[src/rtl/decode_issue_ctrl.sv]
// Decode-stage issue controller: fetch/execute handshake, register scoreboard, bubbles and flush.
// Optional hazard stall counter enabled by defining DECODE_ISSUE_STATS_EN.
module decode_issue_ctrl #(
  parameter int unsigned NREGS = 32
) (
  input  logic       clk,
  input  logic       rst_n,
  input  logic       f_valid,
  output logic       f_ready,
  input  logic [4:0] f_rs1,
  input  logic [4:0] f_rs2,
  input  logic [4:0] f_rd,
  input  logic       f_use_rs1,
  input  logic       f_use_rs2,
  input  logic       f_wr_rd,
  output logic       x_valid,
  input  logic       x_ready,
  output logic       dec_reg_en,
  output logic       dec_reg_bubble,
  input  logic       flush,
  input  logic       wb_valid,
  input  logic [4:0] wb_rd
`ifdef DECODE_ISSUE_STATS_EN
  ,
  output logic [15:0] stall_cnt
`endif
);

  typedef enum logic [1:0] {
    StEmpty = 2'd0,
    StFull  = 2'd1,
    StFlush = 2'd2
  } state_e;

  state_e           state_q, state_d;
  logic [NREGS-1:0] pending_q, pending_d;
  logic [4:0]       d_rd_q;
  logic             d_wr_q;

  logic held_wr, busy_rs1, busy_rs2, hazard, issue, accept;

  // The instruction sitting in decode counts as in flight for its own rd.
  assign held_wr  = (state_q == StFull) && d_wr_q;
  assign busy_rs1 = (f_rs1 != 5'd0) && (pending_q[f_rs1] || (held_wr && (d_rd_q == f_rs1)));
  assign busy_rs2 = (f_rs2 != 5'd0) && (pending_q[f_rs2] || (held_wr && (d_rd_q == f_rs2)));
  assign hazard   = f_valid && ((f_use_rs1 && busy_rs1) || (f_use_rs2 && busy_rs2));

  assign x_valid = (state_q == StFull) && !flush;
  assign f_ready = rst_n && !flush && (state_q != StFlush) && !hazard &&
                   ((state_q == StEmpty) || x_ready);
  assign issue   = x_valid && x_ready;
  assign accept  = f_valid && f_ready;

  always_comb begin
    state_d        = state_q;
    dec_reg_en     = 1'b0;
    dec_reg_bubble = 1'b0;
    if (!rst_n) begin
      state_d = StEmpty;
    end else if (flush) begin
      dec_reg_en     = 1'b1;
      dec_reg_bubble = 1'b1;
      state_d        = StFlush;
    end else begin
      unique case (state_q)
        StEmpty: begin
          if (accept) begin
            dec_reg_en = 1'b1;
            state_d    = StFull;
          end
        end
        StFull: begin
          if (accept) begin
            dec_reg_en = 1'b1;
            state_d    = StFull;
          end else if (x_ready) begin
            dec_reg_en     = 1'b1;
            dec_reg_bubble = 1'b1;
            state_d        = StEmpty;
          end
        end
        StFlush: state_d = StEmpty;
        default: state_d = StEmpty;
      endcase
    end
  end

  // Set after clear so a newer writer wins over a same-cycle retirement.
  always_comb begin
    pending_d = pending_q;
    if (wb_valid && (wb_rd != 5'd0)) begin
      pending_d[wb_rd] = 1'b0;
    end
    if (issue && d_wr_q && (d_rd_q != 5'd0)) begin
      pending_d[d_rd_q] = 1'b1;
    end
    pending_d[0] = 1'b0;
  end

  always_ff @(posedge clk or negedge rst_n) begin
    if (!rst_n) begin
      state_q   <= StEmpty;
      pending_q <= '0;
      d_rd_q    <= 5'd0;
      d_wr_q    <= 1'b0;
    end else begin
      state_q   <= state_d;
      pending_q <= pending_d;
      if (dec_reg_en && !dec_reg_bubble) begin
        d_rd_q <= f_rd;
        d_wr_q <= f_wr_rd;
      end else if (dec_reg_en) begin
        d_wr_q <= 1'b0;
      end
    end
  end

`ifdef DECODE_ISSUE_STATS_EN
  always_ff @(posedge clk or negedge rst_n) begin
    if (!rst_n) begin
      stall_cnt <= 16'd0;
    end else if (hazard && (stall_cnt != 16'hFFFF)) begin
      stall_cnt <= stall_cnt + 16'd1;
    end
  end
`endif

endmodule
[config.mk]
export PLATFORM = sky130hd
export DESIGN_NAME = decode_issue_ctrl
export DESIGN_NICKNAME = d
export VERILOG_FILES = /design/src/rtl/decode_issue_ctrl.sv
export SDC_FILE = /design/constraint.sdc
export NUM_CORES = 1
export LEC_CHECK = 0
export CELL_PAD_IN_SITES_DETAIL_PLACEMENT = 1
export CELL_PAD_IN_SITES_GLOBAL_PLACEMENT = 1
export CORE_MARGIN = 10
export CORE_UTILIZATION = 43
export DETAILED_ROUTE_END_ITERATION = 6
export GPL_TIMING_DRIVEN = 0
export PLACE_DENSITY_LB_ADDON = 0.1
export SYNTH_ARGS = -nofsm -noshare
export SYNTH_HDL_FRONTEND = slang
export SYNTH_SLANG_ARGS = --single-unit
[constraint.sdc]
create_clock -name clk -period 5.25 [get_ports clk]
set_clock_uncertainty 0.1 [all_clocks]
set_input_delay 1.575 -clock clk [delete_from_list [all_inputs] [get_ports clk]]
set_output_delay 1.575 -clock clk [all_outputs]
set_load 0.01 [all_outputs]
# Yosys cells after proc, flatten, opt, wreduce, memory -nomap -nowiden
# Index checks and enable logic that the tools add are counted.
[totals]
reg_bits = 39
out_inout_bits = 4
inputBits = 29
[op_classes]
eq_ne = 6
bitwise_logic = 3
reduce_logical = 35
mux = 28
magnitude_cmp = 6
[op_table]
columns = ["operator", "count"]
rows = [
  ["$mux 32", 2],
  ["$and 32x32->32", 1],
  ["$not 32->32", 1],
  ["$or 32x32->32", 1],
  ["$lt 5x6->1 const B", 4],
  ["$logic_and 1x1->1", 21],
  ["$reduce_bool 5->1", 4],
  ["$mux 1", 15],
  ["$bmux 1 s5", 2],
  ["$demux 1 s5", 2],
  ["$eq 5x5->1", 2],
  ["$ge 5x1->1 const B", 2],
  ["$mux 2", 5],
  ["$ne 5x5->1 const B", 1],
  ["$logic_or 1x1->1", 4],
  ["$ne 4x4->1 const B", 1],
  ["$pmux 2 s2", 1],
  ["$logic_not 1->1", 3],
  ["$eq 2x1->1 const B", 1],
  ["$logic_not 2->1", 1],
  ["$ne 2x2->1 const B", 1],
  ["$pmux 1 s2", 1],
  ["$reduce_and 2->1", 1],
  ["$reduce_bool 2->1", 1],
]

# Longest topological paths before layout
[depth]
word_depth = 19
mapped_depth = 9
depth_no_buf = 7

# Worst setup path before layout
# OpenSTA, ideal clock, no wires.
[synth_path]
kind = "in2out"
start = "input port f_rs1[0]"
end = "output port dec_reg_bubble"
arrival_ns = 3.394
path_stages = 9
t_required_ns = 3.575
path_buffers = 2
path_slack_ns = 0.181
path_cell_list = "buf_2 buf_2 mux2_2 a221oi_1 a32oi_1 a21oi_1 o22ai_2 nand2b_4 a41o_1"
[synth_via]
elab_chain_len = 15
word_cells_on_any_way = 18
cone_classes = "eq/ne: 1; mux: 6; reduce/logical: 11"
[synth_lines]
columns = ["item", "line", "rtl"]
rows = [
  ["start, declared", "10", "input logic [4:0] f_rs1,"],
  ["$bmux 1 s5 / $eq 5x5->1 (equally long branches)", "44", "assign busy_rs1 = (f_rs1 != 5'd0) && (pending_q[f_rs1] || (held_wr && (d_rd_q == f_rs1)));"],
  ["$mux 1 (implied by the code) / $logic_and 1x1->1 (equally long branches)", "44", ""],
  ["$logic_or 1x1->1", "44", ""],
  ["$logic_and 1x1->1 (*)", "44", ""],
  ["$logic_and 1x1->1 (*)", "46", "assign hazard = f_valid && ((f_use_rs1 && busy_rs1) || (f_use_rs2 && busy_rs2));"],
  ["$logic_or 1x1->1 (*)", "46", ""],
  ["$logic_and 1x1->1 (*)", "46", ""],
  ["$logic_not 1->1 (*)", "49", "assign f_ready = rst_n && !flush && (state_q != StFlush) && !hazard &&"],
  ["$logic_and 1x1->1 (*) (2 in a row)", "49", ""],
  ["$logic_and 1x1->1 (*)", "52", "assign accept = f_valid && f_ready;"],
  ["$mux 1 (*)", "73", "if (accept) begin"],
  ["$mux 1 (*)", "65", "unique case (state_q)"],
  ["$mux 1 (*)", "60", "end else if (flush) begin"],
  ["$mux 1 (*)", "58", "if (!rst_n) begin"],
  ["end, declared", "19", "output logic dec_reg_bubble,"],
]
# Mark *: on every way between the ends. The rest lies on a longest branch, timed or not. The select of a mux whose other input is x is not followed.

# Worst setup path after layout
# Same ends and word-level chain as after synthesis.

==> impl_metrics.env <==
export IMPL_start_util_pct=45.2
export IMPL_post_synth_cell_area_avg_um2=9.74
export IMPL_start_kind="input port"
export IMPL_hp_start="pending_q[25]"
export IMPL_p_switching_mw=0.207
export IMPL_routed_wl_mm=8.20
export IMPL_fin_crit_sh_pct=98.3
export IMPL_clock_sinks=39
export IMPL_ys_flop_type="dfrtp_1"
export IMPL_max_vdd_ir_drop_uv=153
export IMPL_finalCriticalPeriod_ns=5.16
export IMPL_seq_area_frac_synth_pct=38.5
export IMPL_drc=0
export IMPL_p_int_mw=0.471
export IMPL_comb_power_share_pct=24.1
export IMPL_final_cell_count_no_fill=372
export IMPL_wl_per_cell_um=22.0
export IMPL_finalHoldViolations=0
export IMPL_setup_viol=0
export IMPL_max_stage_delay_ns=0.35
export IMPL_clkTransAtPathRegs_ns=0.07
export IMPL_switching_share_pct=30.5
export IMPL_ys_async_sr_fraction_pct=100
export IMPL_min_path_type="reg -> reg"
export IMPL_synth_distinct_cells=46
export IMPL_yosys_area_top_type_share_pct=38.5
export IMPL_place_gp_congestion=0.856
export IMPL_grt_usage_pct=17.2
export IMPL_grt_ovfl_total=0
export IMPL_synth_cells=260
export IMPL_arrival_ns=3.48
export IMPL_synth_most_common_cell="o21ai_0"
export IMPL_critPathKind="in -> out"
export IMPL_die_w_um=96.7
export IMPL_drive_gt1_share_pct=20.3
export IMPL_yosysTopAreaCell="dfrtp_1"
export IMPL_synth_common_cells="o21ai_0, dfrtp_1, nand2_1"
export IMPL_htree_num_levels=2
export IMPL_power_leakage_nw=1.23
export IMPL_placed_cells=360
export IMPL_utilization_pct=54.8
export IMPL_hold_depth=2
export IMPL_grt_max_degree=32
export IMPL_cts_buffers=5
export IMPL_relSlewSlack_pct=64.3
export IMPL_num_rows=27
export IMPL_r2r_start="pending_q[6]"
export IMPL_cp_max_fo=10
export IMPL_synth_edf_count=0
export IMPL_synth_area_leaders="dfrtp_1, o21ai_0, mux2_2, mux4_2, mux2i_1"
export IMPL_io_buffers=27
export IMPL_slowest_stage="mux2_2"
export IMPL_die_area_mm2=0.00936
export IMPL_crit_start="f_rs1[0]"
export IMPL_diodes=0
export IMPL_ys_ff_latch=39
export IMPL_crit_chain="clkbuf_4 -> buf_8 -> mux2_2 -> a221oi_1 -> a32oi_1 -> a21oi_1 -> o22ai_2 -> nand2b_4 -> a41o_1 -> buf_6"
export IMPL_seq_power_share_pct=46.3
export IMPL_worstMarginPinSlew_ns=0.535
export IMPL_detail_route_antenna_nets=0
export IMPL_cts_hold_buffers_added=0
export IMPL_vias_per_cell=6.16
export IMPL_die_h_um=96.7
export IMPL_r2r_end="d_rd_q[0]"
export IMPL_nets=328
export IMPL_synthToLayoutAreaGrowth_pct=21.3
export IMPL_drtPass1Iterations=4
export IMPL_fmax_mhz=194
export IMPL_reg2reg_slack_ns=2.68
export IMPL_min_to="pending_q[25]"
export IMPL_clkLatencyLatePin_ns=0.30
export IMPL_yosys_warnings=0
export IMPL_root_buffer="clkbuf_8"
export IMPL_synth_area_mm2=0.00253
export IMPL_drt_iter0_markers=78
export IMPL_slew_viol_final=0
export IMPL_drv_cap=0
export IMPL_dpl_hpwl_mm=6.10
export IMPL_cts_tree="built"
export IMPL_core_mm2=0.00561
export IMPL_clockPowerShare_pct=29.5
export IMPL_status="complete, no violations"
export IMPL_io_pins=33
export IMPL_crit_buf_inv=3
export IMPL_antenna_found_initial=0
export IMPL_end_kind="output port"
export IMPL_power_density_mw_per_mm2=221
export IMPL_grt_pass1_wl_mm=13.3
export IMPL_cpLargestDelayFamily="compound AO/OA/AOI/OAI gates"
export IMPL_clock_path_buffers=2
export IMPL_r2r_cells=7
export IMPL_synth_fp_nets=289
export IMPL_required_ns=3.58
export IMPL_grt_pass1_vias=2394
export IMPL_dr_total_vias=2291
-- worst register-to-register path: stages, from the launching register on --
cell	delay, ns
dfrtp_1	0.41
mux4_2	0.48
mux2_4	0.30
a2111oi_4	0.29
o22ai_2	0.16
buf_4	0.16
nor2_4	0.19
mux2_2	0.36
-- final cells by class --
cell class / count / area (um2)
plain buffers: 12 / 73.8
clock buffers: 7 / 76.3
clock inverters: 1 / 5.00
fillers: 658 / 2540
inverters: 5 / 18.8
multi-input cells: 203 / 1520
flip-flops and latches: 39 / 976
well taps: 72 / 90.1
repair buffers: 33 / 309
-- flip-flops by register name (all words and copies together) (netlist names) --
name and count:
pending_q 31, d_rd_q 5, state_q 2, d_wr_q 1
-- cells in the final DEF (no fill, tap or decap), drive strengths merged, types with 3 or more instances in the layout --
| master | instances |
|---|---|
| a32oi | 3 |
| or3b | 4 |
| or3 | 3 |
| clkdlybuf4s50 | 20 |
| xnor2 | 8 |
| nand2b | 6 |
| buf | 15 |
| a21oi | 4 |
| nand3 | 9 |
| o21ai | 62 |
| a221oi | 3 |
| mux2 | 15 |
| inv | 5 |
| nand3b | 8 |
| nor3 | 3 |
| o31ai | 4 |
| and2 | 4 |
| dfrtp | 39 |
| clkbuf | 16 |
| mux4 | 8 |
| mux2i | 8 |
| nand2 | 18 |
| nor2 | 11 |
-- power groups by stage --
| stage | Sequential, mW | Clock, mW | Combinational, mW |
|---|---|---|---|
| after CTS | 0.314 | 0.202 | 0.160 |
| final | 0.314 | 0.200 | 0.164 |
| after global placement | 0.320 | 0 | 0.151 |
| after global routing | 0.316 | 0.218 | 0.179 |
| after detailed placement | 0.320 | 0 | 0.155 |
| after floorplan | 0.319 | 0 | 0.0923 |
-- worst max path at each step --
| stage | slack (ns) | end | depth (start not counted) |
|---|---|---|---|
| after floorplan | 0.18 | dec_reg_bubble | 9 |
| final | 0.09 | dec_reg_bubble | 10 |
| after CTS | 0.005 | dec_reg_bubble | 10 |
| after detailed placement | -0.99 | dec_reg_bubble | 10 |
| after global routing | -0.02 | dec_reg_bubble | 9 |
| after global placement | -1.32 | dec_reg_bubble | 6 |
-- layer usage --
| metal | global-route usage, % | routed length [um] | vias to the layer above |
|---|---|---|---|
| met5 | 0 | 0 | - |
| met1 | 21.5 | 3690 | 1167 |
| met4 | 5.86 | 107 | 0 |
| li1 | - | - | 1049 |
| met3 | 3.90 | 384 | 15 |
| met2 | 28.4 | 4020 | 60 |
-- metrics by stage --
step           cell area (um2)  hold slack [ns]  total power, mW  setup TNS, ns  setup WS [ns]
6_report                  3070            0.444            0.678              0         0.0910
4_1_cts                   3040            0.444            0.676              0        0.00459
3_5_place_dp              2910            0.427            0.475          -2.72         -0.992
3_3_place_gp              2890            0.409            0.471          -3.66          -1.32
2_1_floorplan             2530            0.378            0.411              0          0.181
5_1_grt                   3070            0.485            0.712        -0.0341        -0.0181
-- kinds of logic after synthesis --
group	count (synthesis)	share of synthesized area [%]
XOR/XNOR	10	3.46
AND/OR/NAND/NOR	77	17.4
buffers and inverters	18	3.26
AO/OA/AOI/OAI	85	20.0
flip-flops	39	38.5
multiplexers	31	17.4
-- repair_timing --
action                                  4_1_cts  5_1_grt
buffers inserted                              3        2
hold endpoints to repair                      0        0
resized for setup                            37       11
endpoints found under the setup margin        3        3
pin swaps                                     7        4
No activity file was read; power rests on OpenSTA's default activity.
